## config.mk

```make
export PLATFORM = sky130hd
export DESIGN_NAME = iota_stream_rc
export DESIGN_NICKNAME = d
export VERILOG_FILES = /design/src/rtl/iota_stream_rc_pkg.sv /design/src/rtl/iota_stream_rc_rc_gen.sv /design/src/rtl/iota_stream_rc.sv
export SDC_FILE = /design/constraint.sdc
export NUM_CORES = 1
export LEC_CHECK = 0
export BUFFER_PORTS_ARGS = -buffer_cell sky130_fd_sc_hd__buf_2
export CORE_ASPECT_RATIO = 0.75
export CORE_UTILIZATION = 61
export DETAILED_ROUTE_END_ITERATION = 10
export GPL_TIMING_DRIVEN = 0
export PLACE_DENSITY = 0.85
export SLEW_MARGIN = 20
export SYNTH_ARGS = -nofsm -noshare
export SYNTH_HDL_FRONTEND = slang
export SYNTH_SLANG_ARGS = --single-unit
```

## constraint.sdc

```tcl
create_clock -name clk -period 6.3 [get_ports clk]
set_input_delay 1.26 -clock clk [delete_from_list [all_inputs] [get_ports clk]]
set_output_delay 1.26 -clock clk [all_outputs]
set_load 0.03 [all_outputs]
```

## src/rtl/iota_stream_rc_pkg.sv

```systemverilog
// Shared types and constants for the streaming Keccak iota stage.
// Holds the slice width, the round-constant LFSR definition and the FSM states.
package iota_stream_rc_pkg;

    localparam int unsigned SLICE_W   = 25;
    localparam logic [7:0]  LFSR_INIT = 8'h01;
    // x^8 + x^6 + x^5 + x^4 + 1: feedback from bit 7 into bits 0, 4, 5, 6
    localparam logic [7:0]  LFSR_TAPS = 8'h71;

    typedef enum logic [1:0] {
        IDLE,
        GEN,
        STREAM,
        DONE
    } state_e;

    function automatic logic [7:0] lfsr_step(input logic [7:0] r);
        return {r[6:0], 1'b0} ^ (r[7] ? LFSR_TAPS : 8'h00);
    endfunction

endpackage

```

## src/rtl/iota_stream_rc_rc_gen.sv

```systemverilog
// Round-constant generator: steps the rc(t) LFSR from t=0 to 7*ir+L and
// scatters rc(7*ir+j) into bit 2^j-1 of a W-bit constant.
module iota_stream_rc_rc_gen
    import iota_stream_rc_pkg::*;
#(
    parameter int unsigned L  = 6,
    parameter int unsigned NR = 24,
    parameter int unsigned RW = 5
) (
    input  logic                clk,
    input  logic                rst,
    input  logic                go,
    input  logic [RW-1:0]       ir,
    output logic [(1 << L)-1:0] rc,
    output logic                rc_done_c
);

    localparam int unsigned W   = 1 << L;
    localparam int unsigned T_W = $clog2(7 * NR + L + 1);

    logic [7:0]     lfsr_q, lfsr_d;
    logic [T_W-1:0] t_q, t_d;
    logic [T_W-1:0] base_q, base_d;
    logic [W-1:0]   rc_q, rc_d;
    logic           run_q, run_d;

    always_ff @(posedge clk or negedge rst) begin
        if (!rst) begin
            lfsr_q <= '0;
            t_q    <= '0;
            base_q <= '0;
            rc_q   <= '0;
            run_q  <= 1'b0;
        end else begin
            lfsr_q <= lfsr_d;
            t_q    <= t_d;
            base_q <= base_d;
            rc_q   <= rc_d;
            run_q  <= run_d;
        end
    end

    // One LFSR step per running cycle; sampled bits land only at positions 2^j-1
    always_comb begin
        lfsr_d = lfsr_q;
        t_d    = t_q;
        base_d = base_q;
        rc_d   = rc_q;
        run_d  = run_q;
        if (go) begin
            lfsr_d = LFSR_INIT;
            t_d    = '0;
            base_d = T_W'(ir) * T_W'(7);
            rc_d   = '0;
            run_d  = 1'b1;
        end else if (run_q) begin
            for (int unsigned j = 0; j <= L; j++) begin
                if (t_q == base_q + T_W'(j)) begin
                    rc_d = rc_d | (W'(lfsr_q[0]) << ((1 << j) - 1));
                end
            end
            lfsr_d = lfsr_step(lfsr_q);
            t_d    = t_q + T_W'(1);
            if (t_q == base_q + T_W'(L)) begin
                run_d = 1'b0;
            end
        end
    end

    assign rc        = rc_q;
    assign rc_done_c = run_q && (t_q == base_q + T_W'(L));

endmodule

```

## src/rtl/iota_stream_rc.sv

```systemverilog
// Streaming Keccak iota step: XORs the generated round constant into lane (0,0),
// one 25-bit slice per beat, with a single registered output stage.
module iota_stream_rc
    import iota_stream_rc_pkg::*;
#(
    parameter int unsigned L  = 6,
    parameter int unsigned NR = 24,
    parameter int unsigned RW = 5
) (
    input  logic               clk,
    input  logic               rst,
    input  logic               start,
    input  logic [RW-1:0]      round_in,
    input  logic               in_valid,
    output logic               in_ready,
    input  logic [SLICE_W-1:0] in_slice,
    output logic               out_valid,
    input  logic               out_ready,
    output logic [SLICE_W-1:0] out_slice,
    output logic               out_last,
    output logic               busy,
    output logic               done,
    output logic               err
);

    localparam int unsigned W  = 1 << L;
    localparam int unsigned ZW = (L > 0) ? L : 1;

    state_e             state_q, state_d;
    logic [ZW-1:0]      z_q, z_d;
    logic               ov_q, ov_d;
    logic [SLICE_W-1:0] os_q, os_d;
    logic               ol_q, ol_d;
    logic               last_in_q, last_in_d;
    logic               err_q, err_d;
    logic               go_c;
    logic               rc_done_c;
    logic [W-1:0]       rc;
    logic               in_hs_c, out_hs_c, z_last_c;

    iota_stream_rc_rc_gen #(.L(L), .NR(NR), .RW(RW)) u_rc_gen (
        .clk       (clk),
        .rst       (rst),
        .go        (go_c),
        .ir        (round_in),
        .rc        (rc),
        .rc_done_c (rc_done_c)
    );

    always_ff @(posedge clk or negedge rst) begin
        if (!rst) begin
            state_q   <= IDLE;
            z_q       <= '0;
            ov_q      <= 1'b0;
            os_q      <= '0;
            ol_q      <= 1'b0;
            last_in_q <= 1'b0;
            err_q     <= 1'b0;
        end else begin
            state_q   <= state_d;
            z_q       <= z_d;
            ov_q      <= ov_d;
            os_q      <= os_d;
            ol_q      <= ol_d;
            last_in_q <= last_in_d;
            err_q     <= err_d;
        end
    end

    // Input is closed once the final slice has been taken, until the round ends
    assign in_ready = (state_q == STREAM) && !last_in_q && (!ov_q || out_ready);
    assign in_hs_c  = in_valid && in_ready;
    assign out_hs_c = ov_q && out_ready;
    assign z_last_c = (z_q == ZW'(W - 1));

    always_comb begin
        state_d   = state_q;
        z_d       = z_q;
        ov_d      = ov_q;
        os_d      = os_q;
        ol_d      = ol_q;
        last_in_d = last_in_q;
        err_d     = 1'b0;
        go_c      = 1'b0;
        case (state_q)
            IDLE: begin
                if (start) begin
                    if (32'(round_in) < NR) begin
                        go_c      = 1'b1;
                        z_d       = '0;
                        last_in_d = 1'b0;
                        state_d   = GEN;
                    end else begin
                        err_d = 1'b1;
                    end
                end
            end
            GEN: begin
                if (rc_done_c) begin
                    state_d = STREAM;
                end
            end
            STREAM: begin
                if (out_hs_c) begin
                    ov_d = 1'b0;
                end
                // A same-cycle input beat reloads the register behind the drained one
                if (in_hs_c) begin
                    os_d      = in_slice ^ SLICE_W'(rc[z_q]);
                    ov_d      = 1'b1;
                    ol_d      = z_last_c;
                    last_in_d = last_in_q | z_last_c;
                    z_d       = z_last_c ? '0 : z_q + ZW'(1);
                end
                if (out_hs_c && ol_q) begin
                    state_d = DONE;
                end
            end
            DONE: begin
                ol_d      = 1'b0;
                last_in_d = 1'b0;
                state_d   = IDLE;
            end
            default: state_d = IDLE;
        endcase
    end

    assign out_valid = ov_q;
    assign out_slice = os_q;
    assign out_last  = ol_q;
    assign busy      = (state_q != IDLE);
    assign done      = (state_q == DONE);
    assign err       = err_q;

endmodule

```

Word level (Yosys, flattened, before mapping) --
Index checks and enable logic that the tools add are counted.
Word-level totals: word-level logic and storage cells 126, output and inout port bits 31, input bits 35, register bits 126
Operators by class: mux-type cells 55, equal/unequal tests 16, bitwise operators 10, $mul 1, reduce and logical (&&, ||, !) cells 22, add/subtract/negate cells 8, magnitude comparators 2
Operators with widths (number):
- two-way mux 64 bit | 21
- OR 64 x 1 -> 64 bit | 1
- OR 64 x 16 -> 64 bit | 1
- OR 64 x 2 -> 64 bit | 1
- OR 64 x 32 -> 64 bit | 1
- OR 64 x 4 -> 64 bit | 1
- OR 64 bit | 1
- OR 64 x 8 -> 64 bit | 1
- == test 8 bit | 7
- two-way mux 8 bit | 4
- XOR 25 x 1 -> 25 bit | 1
- adder 8 x 3 -> 8 bit (second input constant) | 3
- two-way mux 6 bit | 4
- adder 8 x 1 -> 8 bit (second input constant) | 2
- adder 8 x 2 -> 8 bit (second input constant) | 2
- two-way mux 1 bit | 16
- case mux 6 bit (2 select lines) | 1
- AND reduction 4 bit | 3
- nonzero test 2 bit | 5
- multiplier 5 x 3 -> 8 bit (second input constant) | 1
- two-way mux 2 bit | 4
- inequality test 2 bit (second input constant) | 4
- case mux 2 bit (4 select lines) | 1
- XOR 8 bit | 1
- 18 further kinds | 27

Longest topological paths before layout --
Gate-level depths: netlist of the first run.
depth in word-level cells 29, gate-level depth with buffers 10, mapped depth without buffers 8

By module --
From an unflattened synthesis of the first run, not the netlist that was laid out.
Unflattened totals: cell total of the unflattened synthesis 509, area, all modules 5143.7 um2
By module, submodules not included:
- iota_stream_rc_rc_gen | cells an instance 320, sequential area each 800.8 um2, times used 1, area an instance 2909.0 um2
- iota_stream_rc | cells an instance 189, sequential area each 925.9 um2, times used 1, area an instance 2234.6 um2

Worst setup path before layout of the first run --
OpenSTA, ideal clock, no wires.
kind in2reg, from in round_in[0], to reg u_rc_gen.base_q[6], library setup time 0.136 ns, required time 6.164 ns, buffers on the path 0, arrival 2.846 ns, setup slack 3.318 ns, stages 7, cell sequence fa_1 ha_1 fa_1 a21o_1 a21oi_1 xor2_1 o21ai_0
On the way: longest elaborated chain between the ends 4, elaborated cells on any way between the ends 5, classes of those cells mul (1); order compare (1); mux (3)
Ends and longest elaborated chain:
- start, declared | line iota_stream_rc.sv:13 | input logic [RW-1:0] round_in,
- parallel branches: the longest is 4 deep, another holds multiplier 5 x 3 -> 8 bit
- end signal, assigned | line iota_stream_rc_rc_gen.sv:37 | base_q <= base_d;
- end, declared | line iota_stream_rc_rc_gen.sv:23 | logic [T_W-1:0] base_q, base_d;
Several ways; the timed one is not identified. A chain may end at the register's enable or synchronous reset.

Worst setup path after layout of the first run --
from in out_ready, to out in_ready
On the way: longest elaborated chain between the ends 2
Ends and longest elaborated chain:
- start, declared | line iota_stream_rc.sv:18 | input logic out_ready,
- logical OR 1 bit | line iota_stream_rc.sv:71 | assign in_ready = (state_q == STREAM) && !last_in_q && (!ov_q || out_ready);
- logical AND 1 bit | line iota_stream_rc.sv:71
- end, declared | line iota_stream_rc.sv:15 | output logic in_ready,
No other way between the ends.

==> results of run 1 <==
==> power by group <==
part / switching, mW / internal, mW
registers: 0.136 / 0.627
logic: 0.910 / 0.551
clock network: 0.177 / 0.237
==> final cells by class <==
| type | count | area, um2 | area share (%) |
|---|---|---|---|
| Inverter | 17 | 66.3 | 1.38 |
| Sequential cell | 69 | 1730 | 35.8 |
| Clock buffer | 10 | 138 | 2.86 |
| Tap cell | 81 | 101 | 2.10 |
| Buffer | 21 | 93.8 | 1.95 |
| Clock inverter | 6 | 93.8 | 1.95 |
| Timing Repair Buffer | 66 | 348 | 7.22 |
| Multi-Input combinational cell | 313 | 2250 | 46.7 |
==> worst min-delay path, cell delays in order (launching register included) <==
cell and delay, ns:
dfrtp_1 0.35, nand2_1 0.05, o21ai_0 0.06
==> metal layers <==
| metal | GRT usage, % | vias up |
|---|---|---|
| li1 | - | 1626 |
| met1 | 39.7 | 1716 |
| met2 | 47.0 | 140 |
| met3 | 5.52 | 23 |
| met4 | 10.1 | 0 |
| met5 | 0 | - |
==> synth_stat cells (5+ instances only) <==
cell / number
nand2_1: 40
a21o_1: 5
mux2i_1: 7
xor2_1: 13
fa_1: 5
nand2b_1: 6
o21ai_0: 25
a211oi_1: 6
xnor2_1: 19
nor2_1: 32
a21oi_1: 24
dfrtp_1: 69
clkbuf_1: 12
and3_1: 8
nand4_1: 5
ha_1: 21
nand3_1: 17
mux2_2: 27
nor3_1: 7
inv_1: 15
==> flip-flops by register name, summed over array words and instances (netlist names) <==
register and flops:
z_q 6, err 1, u_rc_gen.t_q 8, out_slice 25
last_in_q 1, state_q 2, out_valid 1, u_rc_gen.run_q 1
out_last 1, u_rc_gen.lfsr_q 8, u_rc_gen.rc 7, u_rc_gen.base_q 8
==> through the flow <==
step	setup slack [ns]	hold WS [ns]	cells	utilization [%]
after floorplan	3.32	0.457	420	-
after global placement	3.08	0.461	566	71.2
after detailed placement	3.04	0.469	567	71.5
after CTS	3.15	0.486	583	75.1
after global routing	3.13	0.517	583	75.1
final	3.14	0.487	583	75.1
==> worst paths after layout <==
path / slack, ns / start / end / depth (start not counted)
max: 3.14 / out_ready / in_ready / 4
min in group asynchronous: 0.80 / rst / u_rc_gen.rc[31] / 1
min reg2reg: 0.49 / out_slice[0] / out_slice[0] / 2
max reg2reg: 3.73 / u_rc_gen.base_q[2] / state_q[0] / 9
min: 0.49 / out_slice[0] / out_slice[0] / 2
max in group asynchronous: 4.95 / rst / u_rc_gen.t_q[3] / 2
==> cell families (layout without fill, tap and decap cells) <==
logic type      count (synthesis)  in the layout  synth area share, %
simple gates                  129            129                 14.7
fa+ha+maj                      26             26                 8.77
xor+xnor                       33             33                 7.17
flops                          69             69                 41.7
buf+inv                        38            120                 3.87
compound gates                 91             91                 14.7
mux                            34             34                 9.04
==> impl_results.md, run 1 <==
* Worst path max stage delay at 0.24 ns
* Die width at 97.1 um
* DRT Pass-1 Iters at 5
* DR vias at 3505
* Postcts setup bufs at 0
* Layout fillers at 443
* Yosys reg bits at 69
* Total Power at 2.64 mW
* DP Area at 4590 um2
* Finished Cell Area at 4820 um2
* Clk_lat worst skew at 0.35 ns
* Total grt overflow at 0
* CP Class: input pin to output port
* Starting Density at 64.5%
* Post-synth EDFFs at 0
* Worst-Margin Slew at 0.626 ns
* Min Clock Period, post-route at 3.16 ns
* Cts hold-fix bufs at 0
* I/O pins at 66
* Outcome: finished clean
* TritonCTS clock tree: yes
* TritonCTS Buffers at 9
* Final slew viol count at 0
* Rows at 25
* Met3 WL at 714 um
* Root Driver: clkbuf_8
* Sequential-to-total area share from yosys stat at 41.7%
* Setup TNS Final at 0 ns
* Critical Path RT at 5.04 ns
* Clk sinks at 69
* Area leader, netlist: dfrtp_1
* Die area at 7120 um2
* # nets final at 558
* Final Setup Violations at 0
* Initial antenna violation count at 0
* H-tree levels at 3
* Vias per cell at 6.01
* Layout area overhead at 16.4%
* DRT iter0 DRCs at 247
* Clock buffer depth at 2
* Final ANT Viol Nets at 0
* Delay-heaviest family, CP: buffers and inverters
* Crit path buf inv count at 3
* # DRC at 0
* Hold WC Path Type: flop to flop
* Synth Flop Type: dfrtp_1
* Clock skew at 0.00681 ns
* Mapped Avg Cell Area at 9.85 um2
* Gate Count Post-Synth at 420
* Synthesized cell area at 4140 um2
* Length of routed met2 wiring at 4840 um
* Largest cells by area after synthesis: dfrtp_1 42%, mux2_2 7.3%, ha_1 6.4%, xnor2_1 4.0%, nand2_1 3.6%
* CP max-delay cell: a211oi_4
* Post-Route M1 WL at 4370 um
* RSZ-0062 raised after global routing: false
* CP endpoint kind: output port
* FMAX at 317 MHz
* Highest Signal Layer: met4
* Commonest non-fill, non-tap cell in the layout: dfrtp_1
* Placeable Area at 6410 um2
* Peak supply drop at 310 uV
* Routability cong. at 0.955
* I/O Buffers at 65
* Largest net degree at the start of global routing at 46
* GR Util All Layers at 29.0%
* Yosys cell types at 54
* Die Height at 73.3 um
* Leakage at 2.30 nW
* CP dominant cell by count: buf_2
* Worst path cell trace: buf_2 -> inv_2 -> a211oi_4 -> buf_2
* DPL Wire Length at 7550 um
* Asr flop ratio synth at 100%
* Cell Pwr Density at 547 nW/um2
* Antenna diode instance count at 0
* Post-CTS Resized at 0
* Most frequent cells in the layout: 69 x dfrtp_1, 67 x buf_2, 40 x nand2_1, 32 x nor2_1, 27 x mux2_2
* Max-cap violations at 0
* Critical Path Fanout Max at 2
* CP arrival at 1.90 ns
* Slew headroom at 57.9%
* Hold Vio Cnt, Final at 0
* Vias in the first global route at 3306
* Reg clk slew, reported paths at 0.07 ns
* Synth Net Count at 481
* Startpoint Class: input pin
* Fin crit share at 50.1%
* Final wirelength at 10100 um
* Syn. warnings at 0
* First-pass GRT wire length at 16000 um
* Layout cells sized above 1 at 24.9%
* DR WL/cell at 17.4 um
* Yosys top cell area share at 41.7%
Note: power is estimated with default switching activity, not from simulation.
==> run 2: changes to the inputs <==
CORE_UTILIZATION = 52   (was 61)
PLACE_DENSITY = 0.77   (was 0.85)
clock period = 2.7 ns   (was 6.3 ns; I/O delays follow)
==> impl_results.md, run 2 (same netlist as run 1, synthesis figures left out) <==
* Die Height at 79.3 um
* CP dominant cell by count: a211o_1
* Delay-heaviest family, CP: compound AO/OA/AOI/OAI gates
* Hold Vio Cnt, Final at 0
* Slew headroom at 57.0%
* Final worst slack at 0.147 ns
* I/O pins at 66
* Power share of the clock group at 14.2%
* Crit path depth at 9
* Total grt overflow at 0
* Setup TNS Final at 0 ns
* Crit path buf inv count at 2
* Die width at 105 um
* Vias in the first global route at 3295
* CP Class: flop to flop
* Max-cap violations at 0
* I/O Buffers at 65
* Initial antenna violation count at 0
* DR vias at 3388
* GR Util All Layers at 25.3%
* Peak supply drop at 735 uV
* CP arrival at 2.79 ns
* Max reg flops at 25
* Die area at 8320 um2
* DP Area at 4620 um2
* Worst path cell trace: clkbuf_1 -> inv_1 -> ha_1 -> a211o_1 -> o211ai_1 -> o211a_1 -> o2111ai_2 -> mux2i_1 -> a211o_1
* Worst path max stage delay at 0.41 ns
* CP endpoint kind: flop
* Vias per cell at 5.62
* Final wirelength at 9760 um
* Layout fillers at 612
* Clk sinks at 69
* Reg2Reg Depth at 9
* Final Setup Violations at 0
* CP max-delay cell: dfrtp_1
* Worst r2r dst: state_q[1]
* Finished Cell Area at 4820 um2
* Placeable Area at 7530 um2
* Fin crit share at 94.6%
* Min Clock Period, post-route at 2.55 ns
* RSZ-0062 raised after global routing: false
* Outcome: finished clean
* Clock skew at 0.0146 ns
* Layout area overhead at 16.4%
* TritonCTS clock tree: yes
* Worst-Margin Slew at 0.641 ns
* Gate power share at 56.2%
* Cts hold-fix bufs at 0
* FMAX at 392 MHz
* R2R setup slack at 0.15 ns
* Reg clk slew, reported paths at 0.08 ns
* Largest net degree at the start of global routing at 52
* Critical Path RT at 2.94 ns
* Clock buffer depth at 2
* Root Driver: clkbuf_8
* Cell Pwr Density at 1250 nW/um2
* DPL Wire Length at 7400 um
* Starting Density at 54.9%
* DRT iter0 DRCs at 208
* Final ANT Viol Nets at 0
* Switching part of the total at 47.0%
* Postcts setup bufs at 0
* Critical Path Fanout Max at 6
* # nets final at 558
* Antenna diode instance count at 0
* Psw at 2.82 mW
* TritonCTS Buffers at 9
* H-tree levels at 3
* Commonest non-fill, non-tap cell in the layout: dfrtp_1
* Routability cong. at 0.908
* Leakage at 2.29 nW
* Sequential share of power at 29.6%
* Clk_lat worst skew at 0.36 ns
* Rows at 27
* Layout cells sized above 1 at 24.9%
* Post-CTS Resized at 0
* Most frequent cells in the layout: 69 x dfrtp_1, 67 x buf_2, 40 x nand2_1, 32 x nor2_1, 27 x mux2_2
* DRT Pass-1 Iters at 5
* Hold_ws at 0.0615 ns
* Pre-CTS setup slack at 0.171 ns
* Final slew viol count at 0
* Pint at 3.18 mW
* Startpoint Class: flop
* DR WL/cell at 16.2 um
* First-pass GRT wire length at 16300 um
* Hold WC Path Type: input pin to async pin
* # DRC at 0
* Worst r2r src: u_rc_gen.base_q[2]
==> run 2: cell count changes in the layout (fill, tap and decap cells not counted), sizes merged <==
| cell | before | now |
|---|---|---|
| clkinv | 1 | 4 |
| clkbuf | 22 | 21 |
| bufinv | 2 | 1 |
| inv | 19 | 18 |
==> run 2: routing by layer <==
metal / GRT usage, % / up-vias / routed length, um / part of all wire (%)
met3: 5.09 / 17 / 583 / 6.0
met4: 8.59 / 0 / 155 / 1.6
li1: - / 1623 / - / -
met2: 40.3 / 114 / 4540 / 47
met5: 0 / - / 0 / 0
met1: 34.8 / 1634 / 4480 / 46
==> run 2: cell type report <==
type / instances / area, um2 / share of cell area (%)
Buffer: 21 / 93.8 / 1.95
Clock buffer: 9 / 124 / 2.57
Clock inverter: 7 / 73.8 / 1.53
Inverter: 17 / 66.3 / 1.38
Multi-Input combinational cell: 313 / 2250 / 46.7
Sequential cell: 69 / 1730 / 35.8
Tap cell: 101 / 126 / 2.62
Timing Repair Buffer: 66 / 355 / 7.38
==> run 2: power by group through the flow <==
stage	clock (mW)	combinational [mW]	sequential [mW]
2_1_floorplan	0	2.12	2.12
3_3_place_gp	0	3.25	1.76
3_5_place_dp	0	3.34	1.79
4_1_cts	0.869	3.36	1.77
5_1_grt	0.902	3.69	1.83
6_report	0.853	3.37	1.78
==> run 2: worst max-delay path by stage <==
stage                       startpoint                 end  slack [ns]
floorplan                  round_in[0]  u_rc_gen.base_q[6]        0.44
global placement    u_rc_gen.base_q[2]          state_q[1]        0.15
detailed placement  u_rc_gen.base_q[2]          state_q[1]        0.17
CTS                 u_rc_gen.base_q[2]          state_q[1]        0.15
global route        u_rc_gen.base_q[2]          state_q[1]        0.03
finish              u_rc_gen.base_q[2]          state_q[1]        0.15
==> run 2: through the flow <==
stage,std cells,total power [mW],util [%]
after global placement,586,5.01,60.9
after global routing,603,6.42,63.9
final,603,6.00,63.9
after floorplan,420,4.24,-
after detailed placement,587,5.13,61.3
after CTS,603,6.00,63.9
==> run 3: changes to the inputs <==
CORE_UTILIZATION = 43   (was 52)
PLACE_DENSITY = 0.66   (was 0.77)
==> impl_results.md, run 3 (same netlist as run 1, synthesis figures left out) <==
* Pre-CTS setup slack at 0.146 ns
* Outcome: finished clean
* DR WL/cell at 15.5 um
* Max reg flops at 25
* Startpoint Class: flop
* Crit path buf inv count at 1
* Slew headroom at 58.4%
* Min Clock Period, post-route at 2.43 ns
* Peak supply drop at 660 uV
* Final Setup Violations at 0
* Critical Path Start: u_rc_gen.base_q[2]
* Die area at 10000 um2
* Final slew viol count at 0
* Worst r2r src: u_rc_gen.base_q[2]
* Layout area overhead at 19.4%
* Antenna diode instance count at 0
* Rows at 30
* TritonCTS Buffers at 9
* Vias in the first global route at 3204
* Die Height at 87.0 um
* Critical Path RT at 2.92 ns
* I/O Buffers at 65
* Length of routed met2 wiring at 4460 um
* RSZ-0062 raised after global routing: false
* FMAX at 412 MHz
* DRT Pass-1 Iters at 5
* Worst path max stage delay at 0.54 ns
* CP arrival at 2.65 ns
* CP max-delay cell: dfrtp_1
* Die width at 115 um
* Highest Signal Layer: met4
* Max-cap violations at 0
* Met3 WL at 561 um
* Final worst slack at 0.271 ns
* Delay-heaviest family, CP: compound AO/OA/AOI/OAI gates
* Cell Pwr Density at 1270 nW/um2
* Final wirelength at 9720 um
* Routability cong. at 0.938
* Starting Density at 45.0%
* Hold WC Path Type: input pin to async pin
* Most frequent cells in the layout: 69 x dfrtp_1, 67 x buf_2, 40 x nand2_1, 32 x nor2_1, 27 x mux2_2
* GR Util All Layers at 21.1%
* # DRC at 0
* Leakage at 2.33 nW
* CP dominant cell by count: a211o_1
* H-tree levels at 3
* Utilization after layout at 53.7%
* CP endpoint kind: flop
* Hold Vio Cnt, Final at 0
* TritonCTS clock tree: yes
* CP Class: flop to flop
* Root Driver: clkbuf_16
* # nets final at 557
* Clock skew at 0.00819 ns
* Clk_lat worst skew at 0.33 ns
* Largest net degree at the start of global routing at 59
* Post-Route M1 WL at 4630 um
* R2R setup slack at 0.27 ns
* First-pass GRT wire length at 16100 um
* Reg clk slew, reported paths at 0.06 ns
* Total grt overflow at 0
* Commonest non-fill, non-tap cell in the layout: dfrtp_1
* Cts hold-fix bufs at 0
* Reg2Reg Depth at 8
* Clk sinks at 69
* Hold_ws at 0.0549 ns
* Critical Path Fanout Max at 9
* Worst-Margin Slew at 0.624 ns
* Final ANT Viol Nets at 0
* Clock buffer depth at 2
* DR vias at 3337
* Layout cells sized above 1 at 24.6%
* Worst r2r dst: state_q[1]
* I/O pins at 66
* DPL Wire Length at 7290 um
* DRT iter0 DRCs at 195
* Initial antenna violation count at 0
* Vias per cell at 5.31
* Fin crit share at 90.0%
* Placeable Area at 9200 um2
* Setup TNS Final at 0 ns
* Worst path cell trace: inv_1 -> ha_1 -> a211o_1 -> o211ai_1 -> o211a_1 -> o2111ai_2 -> mux2i_1 -> a211o_1
-- run 3: worst max path at each step --
stage / to / slack, ns / cells after the start
global placement: state_q[1] / 0.16 / 9
finish: state_q[1] / 0.27 / 8
global route: state_q[1] / 0.11 / 8
CTS: state_q[1] / 0.13 / 9
floorplan: u_rc_gen.base_q[6] / 0.44 / 7
detailed placement: state_q[1] / 0.15 / 9
-- run 3: routing by layer --
layer | global-route usage (%) | vias to the layer above
met5 | 0 | -
met4 | 5.31 | 0
met3 | 5.64 | 9
met2 | 31.5 | 95
met1 | 30.4 | 1607
li1 | - | 1626
-- run 3: area by class of cell --
type                    instances  area [um2]
flip-flops and latches         69        1730
clock inverters                 5        60.1
multi-input cells             313        2250
inverters                      17        66.3
clock buffers                  11         233
repair buffers                 66         355
well taps                     128         160
fillers                       828        4250
plain buffers                  20        90.1
-- run 3: repair_timing --
item,in CTS,in global routing
setup endpoints to repair,0,2
buffers inserted,0,0
hold endpoints to repair,0,0
gates resized for setup,0,0
-- run 3: metrics by stage --
step           power, mW  instance area, um2  cells
2_1_floorplan       4.24                4140    420
3_3_place_gp        5.04                4620    613
3_5_place_dp        5.12                4650    614
4_1_cts             6.33                4950    630
5_1_grt             6.75                4940    629
6_report            6.30                4940    629
-- run 3: report_power, final --
part / internal (mW) / leakage, nW / switching, mW
logic: 1.28 / 1.33 / 2.05
registers: 1.47 / 0.866 / 0.328
clock network: 0.718 / 0.140 / 0.448
total: 3.47 / 2.33 / 2.83
